`src/rtl/rv32i_pkg.sv`:
```
// Shared fetch-unit definitions: state encoding and instruction constants.
package rv32i_pkg;

    typedef enum logic [1:0] {
        FS_REQ  = 2'd0,
        FS_WAIT = 2'd1,
        FS_DROP = 2'd2,
        FS_HALT = 2'd3
    } fetch_state_e;

    localparam int              ILEN     = 32;
    localparam logic [ILEN-1:0] INST_NOP = 32'h0000_0013;
    localparam int              PC_STEP  = 4;

endpackage

```
`src/rtl/inst_fetch_if.sv`:
```
// Fetch-unit signal bundle: memory read port, execute redirect and decode handoff.
interface inst_fetch_if #(
    parameter int XLEN = 32
) ();
    logic            mem_req;
    logic [XLEN-1:0] mem_addr;
    logic            mem_gnt;
    logic            mem_rvalid;
    logic [XLEN-1:0] mem_rdata;
    logic            redirect;
    logic [XLEN-1:0] redirect_pc;
    logic            id_valid;
    logic            id_ready;
    logic [XLEN-1:0] id_inst;
    logic [XLEN-1:0] id_pc;
    logic            misalign;

    modport master (
        output mem_req, mem_addr, id_valid, id_inst, id_pc, misalign,
        input  mem_gnt, mem_rvalid, mem_rdata, redirect, redirect_pc, id_ready
    );

    modport slave (
        input  mem_req, mem_addr, id_valid, id_inst, id_pc, misalign,
        output mem_gnt, mem_rvalid, mem_rdata, redirect, redirect_pc, id_ready
    );
endinterface

```
`src/rtl/ifetch_fifo.sv`:
```
// Synchronous fetch queue with flush; head is read straight from storage so it is registered.
module ifetch_fifo #(
    parameter int WIDTH = 64,
    parameter int DEPTH = 2
) (
    input  logic                   clk,
    input  logic                   rst,
    input  logic                   flush_i,
    input  logic                   push_i,
    input  logic [WIDTH-1:0]       wdata_i,
    input  logic                   pop_i,
    output logic [WIDTH-1:0]       rdata_o,
    output logic [$clog2(DEPTH):0] count_o
);
    localparam int            AW       = $clog2(DEPTH);
    localparam logic [AW:0]   FULL_CNT = (AW+1)'(DEPTH);

    logic [WIDTH-1:0] mem_q [DEPTH];
    logic [AW-1:0]    wr_ptr_q, wr_ptr_d, rd_ptr_q, rd_ptr_d;
    logic [AW:0]      count_q, count_d;
    logic             do_push, do_pop;

    always_comb begin
        do_pop   = pop_i && (count_q != '0);
        // A full queue still accepts a push when the head leaves on the same edge
        do_push  = push_i && ((count_q != FULL_CNT) || do_pop);
        wr_ptr_d = wr_ptr_q;
        rd_ptr_d = rd_ptr_q;
        count_d  = count_q;
        if (flush_i) begin
            wr_ptr_d = '0;
            rd_ptr_d = '0;
            count_d  = '0;
        end else begin
            if (do_push) wr_ptr_d = wr_ptr_q + AW'(1);
            if (do_pop)  rd_ptr_d = rd_ptr_q + AW'(1);
            case ({do_push, do_pop})
                2'b10:   count_d = count_q + (AW+1)'(1);
                2'b01:   count_d = count_q - (AW+1)'(1);
                default: count_d = count_q;
            endcase
        end
    end

    always_ff @(posedge clk) begin
        if (!rst) begin
            wr_ptr_q <= '0;
            rd_ptr_q <= '0;
            count_q  <= '0;
        end else begin
            wr_ptr_q <= wr_ptr_d;
            rd_ptr_q <= rd_ptr_d;
            count_q  <= count_d;
        end
    end

    always_ff @(posedge clk) begin
        if (do_push && !flush_i) mem_q[wr_ptr_q] <= wdata_i;
    end

    assign rdata_o = mem_q[rd_ptr_q];
    assign count_o = count_q;

endmodule

```
`src/rtl/inst_fetch.sv`:
```
// Instruction fetch: owns the PC, keeps one memory read in flight, queues words for decode.
// Define IFETCH_PERF_EN to add the perf_fetch_cnt / perf_stall_cnt outputs.
//
//  state   | meaning
//  FS_REQ  | request pc when queue space allows
//  FS_WAIT | read granted, waiting for rvalid
//  FS_DROP | a redirect orphaned the in-flight read; swallow its rvalid
//  FS_HALT | misaligned redirect seen; idle until aligned redirect or reset
module inst_fetch
    import rv32i_pkg::*;
#(
    parameter int              XLEN       = 32,
    parameter logic [XLEN-1:0] RESET_PC   = '0,
    parameter int              FIFO_DEPTH = 2
) (
    input  logic       clk,
    input  logic       rst,
    inst_fetch_if.master fif
`ifdef IFETCH_PERF_EN
    ,
    output logic [31:0] perf_fetch_cnt,
    output logic [31:0] perf_stall_cnt
`endif
);
    localparam int            CW      = $clog2(FIFO_DEPTH) + 1;
    localparam logic [CW-1:0] DEPTH_C = CW'(FIFO_DEPTH);

    fetch_state_e      state_q, state_d;
    logic [XLEN-1:0]   pc_q, pc_d, req_pc_q, req_pc_d;
    logic              outst_q, outst_d;
    logic              misalign_q, misalign_d;
    logic              issue, accept, push, pop, redir_bad;
    logic [CW-1:0]     count;
    logic [2*XLEN-1:0] head;

    assign redir_bad = fif.redirect && (fif.redirect_pc[1:0] != 2'b00);
    assign accept    = issue && fif.mem_gnt;
    assign pop       = fif.id_valid && fif.id_ready;

    always_ff @(posedge clk) begin
        if (!rst) state_q <= FS_REQ;
        else      state_q <= state_d;
    end

    always_comb begin
        state_d = state_q;
        if (fif.redirect) begin
            // Any read still in flight after this edge must be discarded
            if (redir_bad)    state_d = FS_HALT;
            else if (outst_d) state_d = FS_DROP;
            else              state_d = FS_REQ;
        end else begin
            case (state_q)
                FS_REQ:  if (accept)         state_d = FS_WAIT;
                FS_WAIT: if (fif.mem_rvalid) state_d = FS_REQ;
                FS_DROP: if (fif.mem_rvalid) state_d = FS_REQ;
                default: state_d = state_q;
            endcase
        end
    end

    always_comb begin
        issue = 1'b0;
        push  = 1'b0;
        if (rst && (state_q == FS_REQ) && ((count + CW'(outst_q)) < DEPTH_C)) issue = 1'b1;
        if ((state_q == FS_WAIT) && fif.mem_rvalid && !fif.redirect)           push  = 1'b1;
    end

    always_comb begin
        pc_d       = pc_q;
        req_pc_d   = req_pc_q;
        outst_d    = outst_q;
        misalign_d = misalign_q;
        if (accept) begin
            req_pc_d = pc_q;
            pc_d     = pc_q + XLEN'(PC_STEP);
            outst_d  = 1'b1;
        end else if (fif.mem_rvalid) begin
            outst_d  = 1'b0;
        end
        if (fif.redirect) begin
            pc_d = fif.redirect_pc;
            if (redir_bad) misalign_d = 1'b1;
        end
    end

    always_ff @(posedge clk) begin
        if (!rst) begin
            pc_q       <= RESET_PC;
            req_pc_q   <= RESET_PC;
            outst_q    <= 1'b0;
            misalign_q <= 1'b0;
        end else begin
            pc_q       <= pc_d;
            req_pc_q   <= req_pc_d;
            outst_q    <= outst_d;
            misalign_q <= misalign_d;
        end
    end

    ifetch_fifo #(
        .WIDTH (2*XLEN),
        .DEPTH (FIFO_DEPTH)
    ) u_fifo (
        .clk     (clk),
        .rst     (rst),
        .flush_i (fif.redirect),
        .push_i  (push),
        .wdata_i ({req_pc_q, fif.mem_rdata}),
        .pop_i   (pop),
        .rdata_o (head),
        .count_o (count)
    );

    assign fif.mem_req  = issue;
    assign fif.mem_addr = pc_q;
    assign fif.id_valid = (count != '0);
    assign fif.id_pc    = head[2*XLEN-1:XLEN];
    assign fif.id_inst  = fif.id_valid ? head[XLEN-1:0] : XLEN'(INST_NOP);
    assign fif.misalign = misalign_q;

`ifdef IFETCH_PERF_EN
    logic [31:0] fetch_cnt_q, stall_cnt_q;

    always_ff @(posedge clk) begin
        if (!rst) begin
            fetch_cnt_q <= '0;
            stall_cnt_q <= '0;
        end else begin
            if (pop)                            fetch_cnt_q <= fetch_cnt_q + 32'd1;
            if (fif.id_valid && !fif.id_ready)  stall_cnt_q <= stall_cnt_q + 32'd1;
        end
    end

    assign perf_fetch_cnt = fetch_cnt_q;
    assign perf_stall_cnt = stall_cnt_q;
`endif

endmodule

```
`src/flat_wrapper.sv`:
```
// flat-port wrapper written by rule: the top's interface ports become plain ports
module inst_fetch_flat import rv32i_pkg::*;
#(
    parameter int              XLEN       = 32,
    parameter logic [XLEN-1:0] RESET_PC   = '0,
    parameter int              FIFO_DEPTH = 2
)
  (clk, rst, fif_mem_req, fif_mem_addr, fif_id_valid, fif_id_inst, fif_id_pc, fif_misalign, fif_mem_gnt, fif_mem_rvalid, fif_mem_rdata, fif_redirect, fif_redirect_pc, fif_id_ready);
  inst_fetch_if #(.XLEN(XLEN)) fif_i ();
  input  logic clk;
  input  logic rst;
  output wire logic [$bits(fif_i.mem_req)-1:0] fif_mem_req;
  output wire logic [$bits(fif_i.mem_addr)-1:0] fif_mem_addr;
  output wire logic [$bits(fif_i.id_valid)-1:0] fif_id_valid;
  output wire logic [$bits(fif_i.id_inst)-1:0] fif_id_inst;
  output wire logic [$bits(fif_i.id_pc)-1:0] fif_id_pc;
  output wire logic [$bits(fif_i.misalign)-1:0] fif_misalign;
  input wire logic [$bits(fif_i.mem_gnt)-1:0] fif_mem_gnt;
  input wire logic [$bits(fif_i.mem_rvalid)-1:0] fif_mem_rvalid;
  input wire logic [$bits(fif_i.mem_rdata)-1:0] fif_mem_rdata;
  input wire logic [$bits(fif_i.redirect)-1:0] fif_redirect;
  input wire logic [$bits(fif_i.redirect_pc)-1:0] fif_redirect_pc;
  input wire logic [$bits(fif_i.id_ready)-1:0] fif_id_ready;
  assign fif_mem_req = fif_i.mem_req;
  assign fif_mem_addr = fif_i.mem_addr;
  assign fif_id_valid = fif_i.id_valid;
  assign fif_id_inst = fif_i.id_inst;
  assign fif_id_pc = fif_i.id_pc;
  assign fif_misalign = fif_i.misalign;
  assign fif_i.mem_gnt = fif_mem_gnt;
  assign fif_i.mem_rvalid = fif_mem_rvalid;
  assign fif_i.mem_rdata = fif_mem_rdata;
  assign fif_i.redirect = fif_redirect;
  assign fif_i.redirect_pc = fif_redirect_pc;
  assign fif_i.id_ready = fif_id_ready;
  inst_fetch #(.XLEN(XLEN), .RESET_PC(RESET_PC), .FIFO_DEPTH(FIFO_DEPTH)) u_core (.clk(clk), .rst(rst), .fif(fif_i));
endmodule
```
`config.mk`:
```
export PLATFORM = sky130hd
export DESIGN_NAME = inst_fetch_flat
export DESIGN_NICKNAME = d
export VERILOG_FILES = /design/src/rtl/rv32i_pkg.sv /design/src/rtl/inst_fetch_if.sv /design/src/rtl/ifetch_fifo.sv /design/src/rtl/inst_fetch.sv /design/src/flat_wrapper.sv
export SDC_FILE = /design/constraint.sdc
export NUM_CORES = 1
export LEC_CHECK = 0
export CORE_MARGIN = 2
export CORE_UTILIZATION = 55
export CTS_CLUSTER_DIAMETER = 150
export CTS_CLUSTER_SIZE = 8
export DETAILED_ROUTE_END_ITERATION = 10
export GPL_ROUTABILITY_DRIVEN = 0
export PLACE_DENSITY = 0.94
export SYNTH_ARGS = -nofsm -noshare
export SYNTH_HDL_FRONTEND = slang
export SYNTH_SLANG_ARGS = --single-unit
```
`constraint.sdc`:
```
create_clock -name clk -period 23.7 [get_ports clk]
set_input_delay 7.11 -clock clk [delete_from_list [all_inputs] [get_ports clk]]
set_output_delay 7.11 -clock clk [all_outputs]
set_load 0.05 [all_outputs]
```
==> summary.md <==
| Metric | Value |
|---|---|
| WHS Path Cells | `0` |
| Most frequent cells in the layout | `clkdlybuf4s50_1, edfxtp_1, nand2_1` |
| Hold/Removal Path Class | `register to register` |
| Drt first-iter violations | `435` |
| Crit path max-delay cell type | `clkdlybuf4s50_1` |
| Ys async rst share | `0%` |
| Slew HR | `32.13%` |
| Main flop type after synthesis | `edfxtp_1` |
| Initial core utilization | `56.17%` |
| Outcome | `finished, final reports clean` |
| Synth area leaders | `edfxtp_1, dfxtp_1, mux2_2` |
| Compound-gate portion of the synthesized area | `8.677%` |
| Synth Register Bits | `201` |
| Total die area | `15780 µm²` |
| Crit-path max cell delay | `0.85 ns` |
| Clock Sinks | `201` |
| Die Y | `125.6 µm` |
| Post-Syn Instances | `659` |
| Min Clock Period, post-route | `16.22 ns` |
| Mapped Avg Cell Area | `12.34 µm²` |
| XOR/XNOR share of the synthesized area | `1.723%` |
| Worst R2R Setup Slack | `21.27 ns` |
| Post-CTS Setup Bufs | `0` |
| Setup WS post-layout | `7.485 ns` |
| DP Worst Slack | `7.548 ns` |
| Final nets | `902` |
| Worst R2R Start | `u_core.fif.mem_addr[2]` |
| Fin crit share | `68.42%` |
| Worst slew pin tran | `1.018 ns` |
| Mapped cell area | `8133 µm²` |
| Adder-Cell Fraction of Synth Area | `0.4615%` |
| Fin. Hold Viols | `0` |
| IR drop worst, VDD | `0.06628 mV` |
| Number of port buffers | `168` |
| WS Path Type | `input pin to output port` |
| Root Driver | `clkbuf_16` |
| Hold_sp | `u_core.req_pc_q[7]` |
| Synth area leader | `edfxtp_1` |
| Worst skew pair latency | `0.53 ns` |
| Pins Over Slew Limit | `0` |
| Drt pass-1 iters | `5` |
| Area delta synth->final | `32.74%` |
| # setup viols final | `0` |
| Mux contribution to synthesized area | `8.892%` |
| # resized after CTS | `0` |
| Cells on worst reg2reg path | `6` |
| Total number of yosys warnings | `0` |
| Worst EP required | `16.59 ns` |
| Setup crit start kind | `input pin` |
| Final Skew | `0.01020 ns` |
| Power Density | `76.23 nW/µm²` |
| IO Pins | `169` |
| Clk pin slew, worst setup/hold paths | `0.05 ns` |
| Hold-fix buffers, CTS | `0` |
| Post-DP HPWL | `11340 µm` |
| Ant diodes | `0` |
| Max-Cap Viols | `0` |
| Fmax | `0.06167 GHz` |
| Top-area cell type share of the netlist area | `47.26%` |
| TNS Setup | `0 ns` |
| Sequential cell area fraction in the yosys report | `65.23%` |
| Die width | `125.6 µm` |
| Vias in the first global route | `5788` |
| CTS buffer count | `29` |
| Share of layout cells above drive strength 1 | `10.81%` |
| Yosys cell types | `54` |
| GRT Util Overall | `23.26%` |
| Detailed-route DRC error count | `0` |
| First-pass GRT wire length | `29740 µm` |
| H-Tree Depth | `1` |
| Syn_nets | `732` |
| RSZ-0062 raised after global routing | `false` |
| Worst-case clock buffer depth | `3` |
| Core ar. | `14480 µm²` |
| RR Endpoint | `u_core.fif.mem_addr[22]` |
| Antenna viol nets, final | `0` |
| Total Wirelength | `18210 µm` |
| CP Capture Type | `output port` |
| Largest family of logic cells by synthesized area | `simple AND/OR/NAND/NOR gates` |
| Filler cells | `933` |
| Number of synthesized flops with an enable pin | `128` |
| Via Count | `5706` |
| CP arrival | `9.11 ns` |
| Site Rows | `44` |
| Vias per inst | `5.513` |
| Routed wire per std cell | `17.59 µm` |
| Simple-gate share of the synthesized area | `12.74%` |
| Crit-path max FO | `76` |
| Most common cell after layout, fill and taps aside | `clkdlybuf4s50_1` |
| Hold worst-path end | `u_core.u_fifo.mem_q[0][39]` |
| GR Overflow Total | `0` |
| CTS tree | `built` |
| Pin count of the biggest net entering global routing | `77` |
| Leak Pwr | `3.696 nW` |
| Initial antenna violation count | `0` |
| Critical-path cell list | `buf_2 -> buf_4 -> and2_2 -> nand3_2 -> inv_1 -> clkdlybuf4s50_1` |
[cells in the mapped netlist (3+ instances only)]
cell type and number:
nor2_1 51, xnor2_1 13, nand3_1 14, edfxtp_1 128
ha_1 3, a211oi_1 5, o31ai_1 3, a31oi_1 9
mux2_2 34, nor3_1 8, nand2b_1 3, or4_1 3
clkbuf_1 29, and4_2 3, a21boi_0 35, nor2b_1 6
or3_1 6, nand2_1 90, a21oi_1 15, o21ai_0 33
dfxtp_1 73, inv_1 7, nor4_1 4, mux2i_1 34
nand4_1 7, buf_1 4, xor2_1 3
[metrics by stage]
stage | hold WS, ns | power (mW) | std cells | utilization, % | cell area [µm²]
after detailed placement | 0.4400 | 0.4583 | 982 | 68.78 | 9958
after global placement | 0.4293 | 0.4563 | 982 | 68.78 | 9958
after global routing | 0.4589 | 0.8498 | 1035 | 74.56 | 10800
after floorplan | 0.4254 | 0.4290 | 659 | - | 8133
after CTS | 0.4514 | 0.8279 | 1035 | 74.56 | 10800
final | 0.4525 | 0.8229 | 1035 | 74.56 | 10800
[report_power, final]
part,internal (mW),switching [mW]
logic,0.0269,0.0376
clock network,0.229,0.141
registers,0.380,0.00847
total,0.635,0.188
[critical path, delay by kind of cell]
kind	cells	cell delay, ns
simple gates	2	0.40
buf+inv	4	1.55
[routing by layer]
metal  track usage, %  routed length, µm
met1            30.24               7755
met2            38.70               8747
met3            5.648               1348
met4            7.451                358
met5                0                  0
[cell type report]
class	count	area, µm²	share of cell area (%)
clock buffer	51	808.3	7.487
clock inverter	2	28.78	0.2666
inverter	8	30.03	0.2782
multi-input combinational	413	2653	24.57
sequential	201	5309	49.18
tap	184	230.2	2.133
timing repair buffer	176	1737	16.09
[how the worst max path moves through the flow]
stage	startpoint	slack [ns]	to	cells after the start
2_1_floorplan	rst	8.88	fif_mem_req	3
3_3_place_gp	rst	7.58	fif_mem_req	6
3_5_place_dp	rst	7.55	fif_mem_req	6
4_1_cts	rst	7.51	fif_mem_req	6
5_1_grt	rst	7.40	fif_mem_req	6
6_report	rst	7.48	fif_mem_req	6
[cells by family after synthesis]
| logic type | count (synthesis) |
|---|---|
| DFF | 201 |
| and+or+nand+nor | 216 |
| muxes | 68 |
| xor gates and xnor gates | 16 |
| AOI/OAI and AO/OA | 110 |
| adders and majority gates | 3 |
| buffers and inverters | 45 |
[state kept, by name (all words and copies together), names as in the netlist, named ones only]
| signal | count |
|---|---|
| u_core.u_fifo.wr_ptr_q | 1 |
| u_core.u_fifo.rd_ptr_q | 1 |
| u_core.u_fifo.count_o | 2 |
| u_core.state_q | 2 |
| u_core.fif.misalign | 1 |
| u_core.req_pc_q | 32 |
| u_core.fif.mem_addr | 32 |
| u_core.u_fifo.mem_q | 128 |
| u_core.outst_q | 1 |
Note: power is estimated with default switching activity, not from simulation.
